File: src/rtl/qpu_exu_bjp_rslv.sv
// Branch resolution unit: compares the operands, registers the taken/predicted result behind a
// one-entry valid/ready stage, pulses flush on committed mispredictions and keeps saturating counters.
module qpu_exu_bjp_rslv #(
  parameter int XLEN  = 32,
  parameter int TAG_W = 4,
  parameter int CNT_W = 16
) (
  input  logic             clk,
  input  logic             rst_n,
  input  logic             bjp_i_valid,
  output logic             bjp_i_ready,
  input  logic [XLEN-1:0]  bjp_i_rs1,
  input  logic [XLEN-1:0]  bjp_i_rs2,
  input  logic [5:0]       bjp_i_info,
  input  logic [TAG_W-1:0] bjp_i_tag,
  input  logic             bjp_i_kill,
  output logic             bjp_o_valid,
  input  logic             bjp_o_ready,
  output logic             bjp_o_cmt_prdt,
  output logic             bjp_o_cmt_rslv,
  output logic             bjp_o_mispred,
  output logic [TAG_W-1:0] bjp_o_tag,
  output logic             bjp_o_flush,
  input  logic             cnt_clr,
  output logic [CNT_W-1:0] bjp_cnt,
  output logic [CNT_W-1:0] mispred_cnt
);

  localparam int INFO_BPRDT = 0;
  localparam int INFO_BEQ   = 1;
  localparam int INFO_BNE   = 2;
  localparam int INFO_BLT   = 3;
  localparam int INFO_BGT   = 4;
  localparam int INFO_UNSGN = 5;

  // Signed compares reuse the unsigned comparator with the sign bits inverted.
  logic            sign_flip;
  logic [XLEN-1:0] op1_key;
  logic [XLEN-1:0] op2_key;
  logic            cmp_eq;
  logic            cmp_lt;
  logic            cmp_gt;
  logic            rslv_next;
  logic            prdt_next;

  assign sign_flip = ~bjp_i_info[INFO_UNSGN];
  assign op1_key   = {bjp_i_rs1[XLEN-1] ^ sign_flip, bjp_i_rs1[XLEN-2:0]};
  assign op2_key   = {bjp_i_rs2[XLEN-1] ^ sign_flip, bjp_i_rs2[XLEN-2:0]};
  assign cmp_eq    = (bjp_i_rs1 == bjp_i_rs2);
  assign cmp_lt    = (op1_key < op2_key);
  assign cmp_gt    = (op1_key > op2_key);
  assign prdt_next = bjp_i_info[INFO_BPRDT];
  assign rslv_next = (bjp_i_info[INFO_BEQ] &  cmp_eq)
                   | (bjp_i_info[INFO_BNE] & ~cmp_eq)
                   | (bjp_i_info[INFO_BLT] &  cmp_lt)
                   | (bjp_i_info[INFO_BGT] &  cmp_gt);

  logic             valid_reg;
  logic             valid_next;
  logic             prdt_reg;
  logic             rslv_reg;
  logic             mispred_reg;
  logic [TAG_W-1:0] tag_reg;
  logic             flush_reg;
  logic             accept;
  logic             commit;

  assign bjp_i_ready = ~bjp_i_kill & (~valid_reg | bjp_o_ready);
  assign accept      = bjp_i_valid & bjp_i_ready;
  assign commit      = valid_reg & bjp_o_ready;

  // Kill wins over a new load; the entry committing in the kill cycle still counts.
  always_comb begin
    valid_next = valid_reg;
    if (bjp_i_kill) begin
      valid_next = 1'b0;
    end else if (accept) begin
      valid_next = 1'b1;
    end else if (commit) begin
      valid_next = 1'b0;
    end
  end

  always_ff @(posedge clk or negedge rst_n) begin
    if (!rst_n) begin
      valid_reg   <= 1'b0;
      prdt_reg    <= 1'b0;
      rslv_reg    <= 1'b0;
      mispred_reg <= 1'b0;
      tag_reg     <= '0;
      flush_reg   <= 1'b0;
    end else begin
      valid_reg <= valid_next;
      flush_reg <= commit & mispred_reg;
      if (accept) begin
        prdt_reg    <= prdt_next;
        rslv_reg    <= rslv_next;
        mispred_reg <= prdt_next ^ rslv_next;
        tag_reg     <= bjp_i_tag;
      end
    end
  end

  assign bjp_o_valid    = valid_reg;
  assign bjp_o_cmt_prdt = prdt_reg;
  assign bjp_o_cmt_rslv = rslv_reg;
  assign bjp_o_mispred  = mispred_reg;
  assign bjp_o_tag      = tag_reg;
  assign bjp_o_flush    = flush_reg;

  // Counter 0 counts committed branches, counter 1 committed mispredictions.
  logic [1:0] cnt_inc;
  assign cnt_inc = {commit & mispred_reg, commit};

  for (genvar gi = 0; gi < 2; gi++) begin : g_cnt
    logic [CNT_W-1:0] cnt_reg;
    always_ff @(posedge clk or negedge rst_n) begin
      if (!rst_n) begin
        cnt_reg <= '0;
      end else if (cnt_clr) begin
        cnt_reg <= '0;
      end else if (cnt_inc[gi] && (cnt_reg != {CNT_W{1'b1}})) begin
        cnt_reg <= cnt_reg + CNT_W'(1);
      end
    end
  end

  assign bjp_cnt     = g_cnt[0].cnt_reg;
  assign mispred_cnt = g_cnt[1].cnt_reg;

endmodule

File: config.mk
export PLATFORM = sky130hd
export DESIGN_NAME = qpu_exu_bjp_rslv
export DESIGN_NICKNAME = d
export VERILOG_FILES = /design/src/rtl/qpu_exu_bjp_rslv.sv
export SDC_FILE = /design/constraint.sdc
export NUM_CORES = 1
export LEC_CHECK = 0
export CORE_UTILIZATION = 40
export DETAILED_ROUTE_END_ITERATION = 8
export PLACE_DENSITY = 0.77
export SLEW_MARGIN = 10
export SYNTH_ARGS = -nofsm -noshare
export SYNTH_HDL_FRONTEND = slang
export SYNTH_SLANG_ARGS = --single-unit
File: constraint.sdc
create_clock -name clk -period 6 [get_ports clk]
set_clock_uncertainty 0.15 [all_clocks]
set_input_delay 1.2 -clock clk [delete_from_list [all_inputs] [get_ports clk]]
set_output_delay 1.2 -clock clk [all_outputs]
set_load 0.01 [all_outputs]
== After elaboration in Yosys (flattened, before gate mapping) ==
Index checks and enable logic that the tools add are counted.

* $add $sub $neg: 2
* Order comparisons: 2
* Eq/ne operators: 3
* Muxes and demuxes: 7
* Bitwise operators: 19
* Reduce and logical (&&, ||, !) cells: 5

{| class="wikitable"
|+ Operator list
! kind !! number
|-
| 16-bit two-way mux || 4
|-
| 16-bit by 1-bit adder with 16-bit output (second input constant) || 2
|-
| 32-bit == test || 1
|-
| 32-bit greater-than comparator || 1
|-
| 32-bit less-than comparator || 1
|-
| 16-bit != test (second input constant) || 2
|-
| 1-bit bitwise AND || 8
|-
| 1-bit inverter || 4
|-
| 1-bit OR || 4
|-
| 2-bit nonzero test || 2
|-
| 1-bit two-way mux || 3
|-
| 3-bit nonzero test || 1
|-
| 1-bit XOR || 3
|-
| 1-bit logical AND || 2
|}

* Bits in registers: 41
* Input port bits: 80
* Word-level logic and storage cells: 46

== Logic depth before layout (Yosys ltp) ==
* Depth in word-level cells: 7
* Depth in mapped cells: 9
* Depth with buffers taken out: 9

== Least setup slack after synthesis ==
No wires, ideal clock.

* Path kind: in2reg
* Start point: input bjp_i_rs2[26]
* End point: register mispred_reg, in the netlist bjp_o_mispred
* Data arrival time: 3.000 ns
* Data required time: 5.758 ns
* Setup slack: 2.758 ns
* Stages: 9
* Cell sequence: inv_1 ha_1 a21oi_1 a21oi_1 o311a_1 or4b_1 a2bb2oi_1 and3_4 o31ai_2

* Cells in the longest elaborated chain, start to end: 7

{| class="wikitable"
|+ RTL lines
! element !! line !! text
|-
| from (decl) || 13 || <nowiki>input logic [XLEN-1:0] bjp_i_rs2,</nowiki>
|-
| parallel branches: the longest is 5 deep, another holds 32-bit less-than comparator || - ||
|-
| 1-bit OR (*) || 56 || <nowiki>| (bjp_i_info[INFO_BGT] & cmp_gt);</nowiki>
|-
| 1-bit XOR (*) || 98 || <nowiki>mispred_reg <= prdt_next ^ rslv_next;</nowiki>
|-
| to (signal assigned) || 98 ||
|-
| to (decl) || 62 || <nowiki>logic mispred_reg;</nowiki>
|}

Every way passes the cells marked *.
A chain may end at the register's enable or synchronous reset.

== Worst setup path after layout ==
* Start point: input bjp_o_ready
* End point: output bjp_i_ready

* Cells in the longest elaborated chain, start to end: 2

{| class="wikitable"
|+ RTL lines
! element !! line !! text
|-
| from (decl) || 18 || <nowiki>input logic bjp_o_ready,</nowiki>
|-
| 1-bit OR || 68 || <nowiki>assign bjp_i_ready = ~bjp_i_kill & (~valid_reg | bjp_o_ready);</nowiki>
|-
| 1-bit bitwise AND || 68 ||
|-
| to (decl) || 11 || <nowiki>output logic bjp_i_ready,</nowiki>
|}

No other way between the ends.

==> impl_metrics.py <==
metrics = {
    "power": {
        "p_switching_uw": 160,
        "intPower_uw": 516,
        "p_clk_frac": 0.336,
        "power.density_nw_per_um2": 160,
        "ir_drop_uv": 74.8,
        "seqPwrFrac": 0.433,
        "leakagePower_nw": 1.87,
        "switching_share": 0.236,
        "comb_power_share": 0.231,
    },
    "grt": {
        "grt_overflow_total": 0,
        "grt_antenna_before_repair": 0,
        "grt_pass1_wl_um": 11500,
        "grt_usage": 0.195,
        "grt_pass1_vias": 2600,
        "grt_max_degree": 42,
    },
    "critical_path": {
        "crit_type": "primary input to output pin",
        "crit_path_max_fanout": 3,
        "slowest_delay_ns": 0.55,
        "crit_path_start_kind": "primary input",
        "crit_chain": "clkdlybuf4s50_1 -> nor2b_1 -> nor2_1 -> clkdlybuf4s50_1",
        "crit_path_frequent_cell": "clkdlybuf4s50_1",
        "cp_slowest_cell": "clkdlybuf4s50_1",
        "cp-end-kind": "output pin",
        "crit_required_ns": 4.65,
        "critical_path_arrival_ns": 2.50,
    },
    "route": {
        "met3_length_um": 322,
        "vias_per_cell": 5.00,
        "wl_per_cell_um": 13.1,
        "met2_length_um": 3630,
        "vias": 2623,
        "top_layer": "met4",
        "ant_nets": 0,
        "drt_pass1_iterations": 6,
        "routed_wl_um": 6860,
        "post-route-drc-count": 0,
        "wl_met1_um": 2810,
        "drt_iter0_markers": 58,
    },
    "floorplanning": {
        "fp.dieW_um": 85.7,
        "start_util": 0.413,
        "die_area_um2": 7350,
        "io_pins": 122,
        "core-area_um2": 6790,
        "die_h_um": 85.7,
        "num_rows": 30,
    },
    "placement": {
        "hpwl_um": 5750,
        "placed_cell_area_um2": 4120,
        "dpl.cell_count": 517,
        "preCtsSetupSlack_ns": 2.14,
        "routabilityCongestion": 0.778,
        "portBuffers": 121,
    },
    "sta": {
        "setup_violations": 0,
        "rsz0062_at_grt": "no",
        "setup_tns_ns": 0,
        "relSlewSlack": 0.197,
        "min_period_ns": 3.85,
        "finalMaxSlewViolations": 0,
        "worst_pin_slew_ns": 1.20,
        "min_period_over_period": 0.642,
        "fmax_mhz": 259,
        "fin_ws_ns": 2.15,
        "hold_viol": 0,
    },
    "finish": {
        "stdcell_area_um2": 4230,
        "drive_above_1_share": 0.0583,
        "nets": 541,
        "num_antenna_cells": 0,
        "nFillCells": 574,
        "final_common_cell": "clkdlybuf4s50_1",
        "final_cell_mix": "clkdlybuf4s50_1, dfrtp_1, nor2_1",
        "fin_cells": 525,
        "syn_to_final_growth_pct": 50.9,
    },
    "clock_network": {
        "clock_latency_ns": 0.28,
        "cts_made_buffers": 5,
        "cts.clk_slew.worst_paths_ns": 0.08,
        "htree_levels": 2,
        "postCtsSetupRepairBufs": 0,
        "cts_root_buf": "clkbuf_8",
        "hold_buffers": 0,
        "cts_tree": "built",
        "cts_resized": 0,
        "clockBufferDepth": 2,
        "clkSinkCount": 41,
    },
    "yosys": {
        "netlist_area_um2": 2800,
        "ys.flop_type": "dfrtp_1",
        "synth_async_sr_flop_share": 1.00,
        "synth-seq-area-share": 0.366,
        "syn-num-nets": 417,
        "synthesis.instances": 304,
        "synth_cell_types": 46,
        "syn_avg_cell_area_um2": 9.22,
        "synth_edf_count": 0,
        "yosysWarnings": 0,
        "ys_seq_elements": 41,
    },
    "hold_path": {
        "hold_path_class": "register to register",
    },
    "flow_run": {
        "drv_cap": 0,
    },
    "outcome": {
        "outcome": "finished, final reports clean",
    },
}
[worst max-delay path: cells and delay by family]
kind | cells | cell delay [ns]
buffers and inverters | 2 | 1.08
AND/OR/NAND/NOR | 2 | 0.22
[sequential cells by signal, indices dropped and copies added, names as in the netlist]
name and flops:
bjp_cnt 16, bjp_o_cmt_prdt 1, bjp_o_cmt_rslv 1, bjp_o_flush 1, bjp_o_mispred 1, bjp_o_tag 4, bjp_o_valid 1, mispred_cnt 16
[layout make-up]
type                       instances  area [um2]  share of cell area
clock buffer                       7        86.3              0.0204
clock inverter                     1        30.0             0.00710
inverter                          34         128              0.0302
multi-input combinational        225        1640               0.386
sequential                        41        1030               0.242
tap                               96         120              0.0284
timing repair buffer             121        1210               0.285
[power by group through the flow]
stage | registers [mW] | logic (mW) | clock network, mW
2_1_floorplan | 0.302 | 0.0586 | 0
3_3_place_gp | 0.298 | 0.153 | 0
3_5_place_dp | 0.299 | 0.158 | 0
4_1_cts | 0.293 | 0.159 | 0.233
5_1_grt | 0.294 | 0.175 | 0.243
6_report | 0.293 | 0.156 | 0.227
[path summary, 6_finish.rpt]
check	slack, ns	to	cells past startpoint	from
setup / recovery	2.15	bjp_i_ready	4	bjp_o_ready
setup reg to reg	3.55	mispred_cnt[14]	8	mispred_cnt[0]
max in group asynchronous	4.26	mispred_cnt[7]	1	rst_n
hold / removal	0.33	bjp_o_cmt_prdt	2	bjp_o_cmt_prdt
min in group asynchronous	0.89	bjp_cnt[15]	1	rst_n
hold reg to reg	0.33	bjp_o_cmt_prdt	2	bjp_o_cmt_prdt
[kinds of logic after synthesis]
kind of cell | count (synthesis) | share of synthesized area
muxes | 6 | 0.0232
DFF | 41 | 0.366
xor gates and xnor gates | 27 | 0.0843
and+or+nand+nor | 118 | 0.225
buffers and inverters | 38 | 0.0509
AOI/OAI and AO/OA | 41 | 0.104
adders and majority gates | 33 | 0.147
[synth_stat cells, types with 2 or more instances]
library cell,count,share of area
and3_1,5,0.011
nor2b_1,2,0.0045
xor2_1,16,0.050
and4_4,3,0.012
nand3_1,9,0.016
clkbuf_1,4,0.0054
and2_1,3,0.0067
a21oi_1,18,0.032
or4b_1,2,0.0071
or4_1,2,0.0054
and3_4,2,0.0080
nor2_1,36,0.048
or3_1,4,0.0089
o22ai_1,2,0.0045
ha_1,33,0.15
xnor2_1,11,0.034
nand2_1,22,0.029
dfrtp_1,41,0.37
o21ai_0,6,0.011
a21o_1,3,0.0080
mux2_2,4,0.016
nor3_1,4,0.0071
mux2i_1,2,0.0071
inv_1,34,0.046
nand4_1,15,0.033
[metal layers]
| layer | up-vias | global-route usage |
|---|---|---|
| li1 | 1303 | - |
| met1 | 1234 | 0.222 |
| met2 | 78 | 0.373 |
| met3 | 8 | 0.0375 |
| met4 | 0 | 0.0455 |
| met5 | - | 0 |
[metrics by stage]
stage / hold slack [ns] / power (mW) / util
after floorplan: 0.366 / 0.360 / -
final: 0.331 / 0.676 / 0.623
after detailed placement: 0.321 / 0.456 / 0.606
after global placement: 0.311 / 0.451 / 0.606
after global routing: 0.375 / 0.712 / 0.623
after CTS: 0.339 / 0.685 / 0.623
Power figures use the tool's default switching activity.
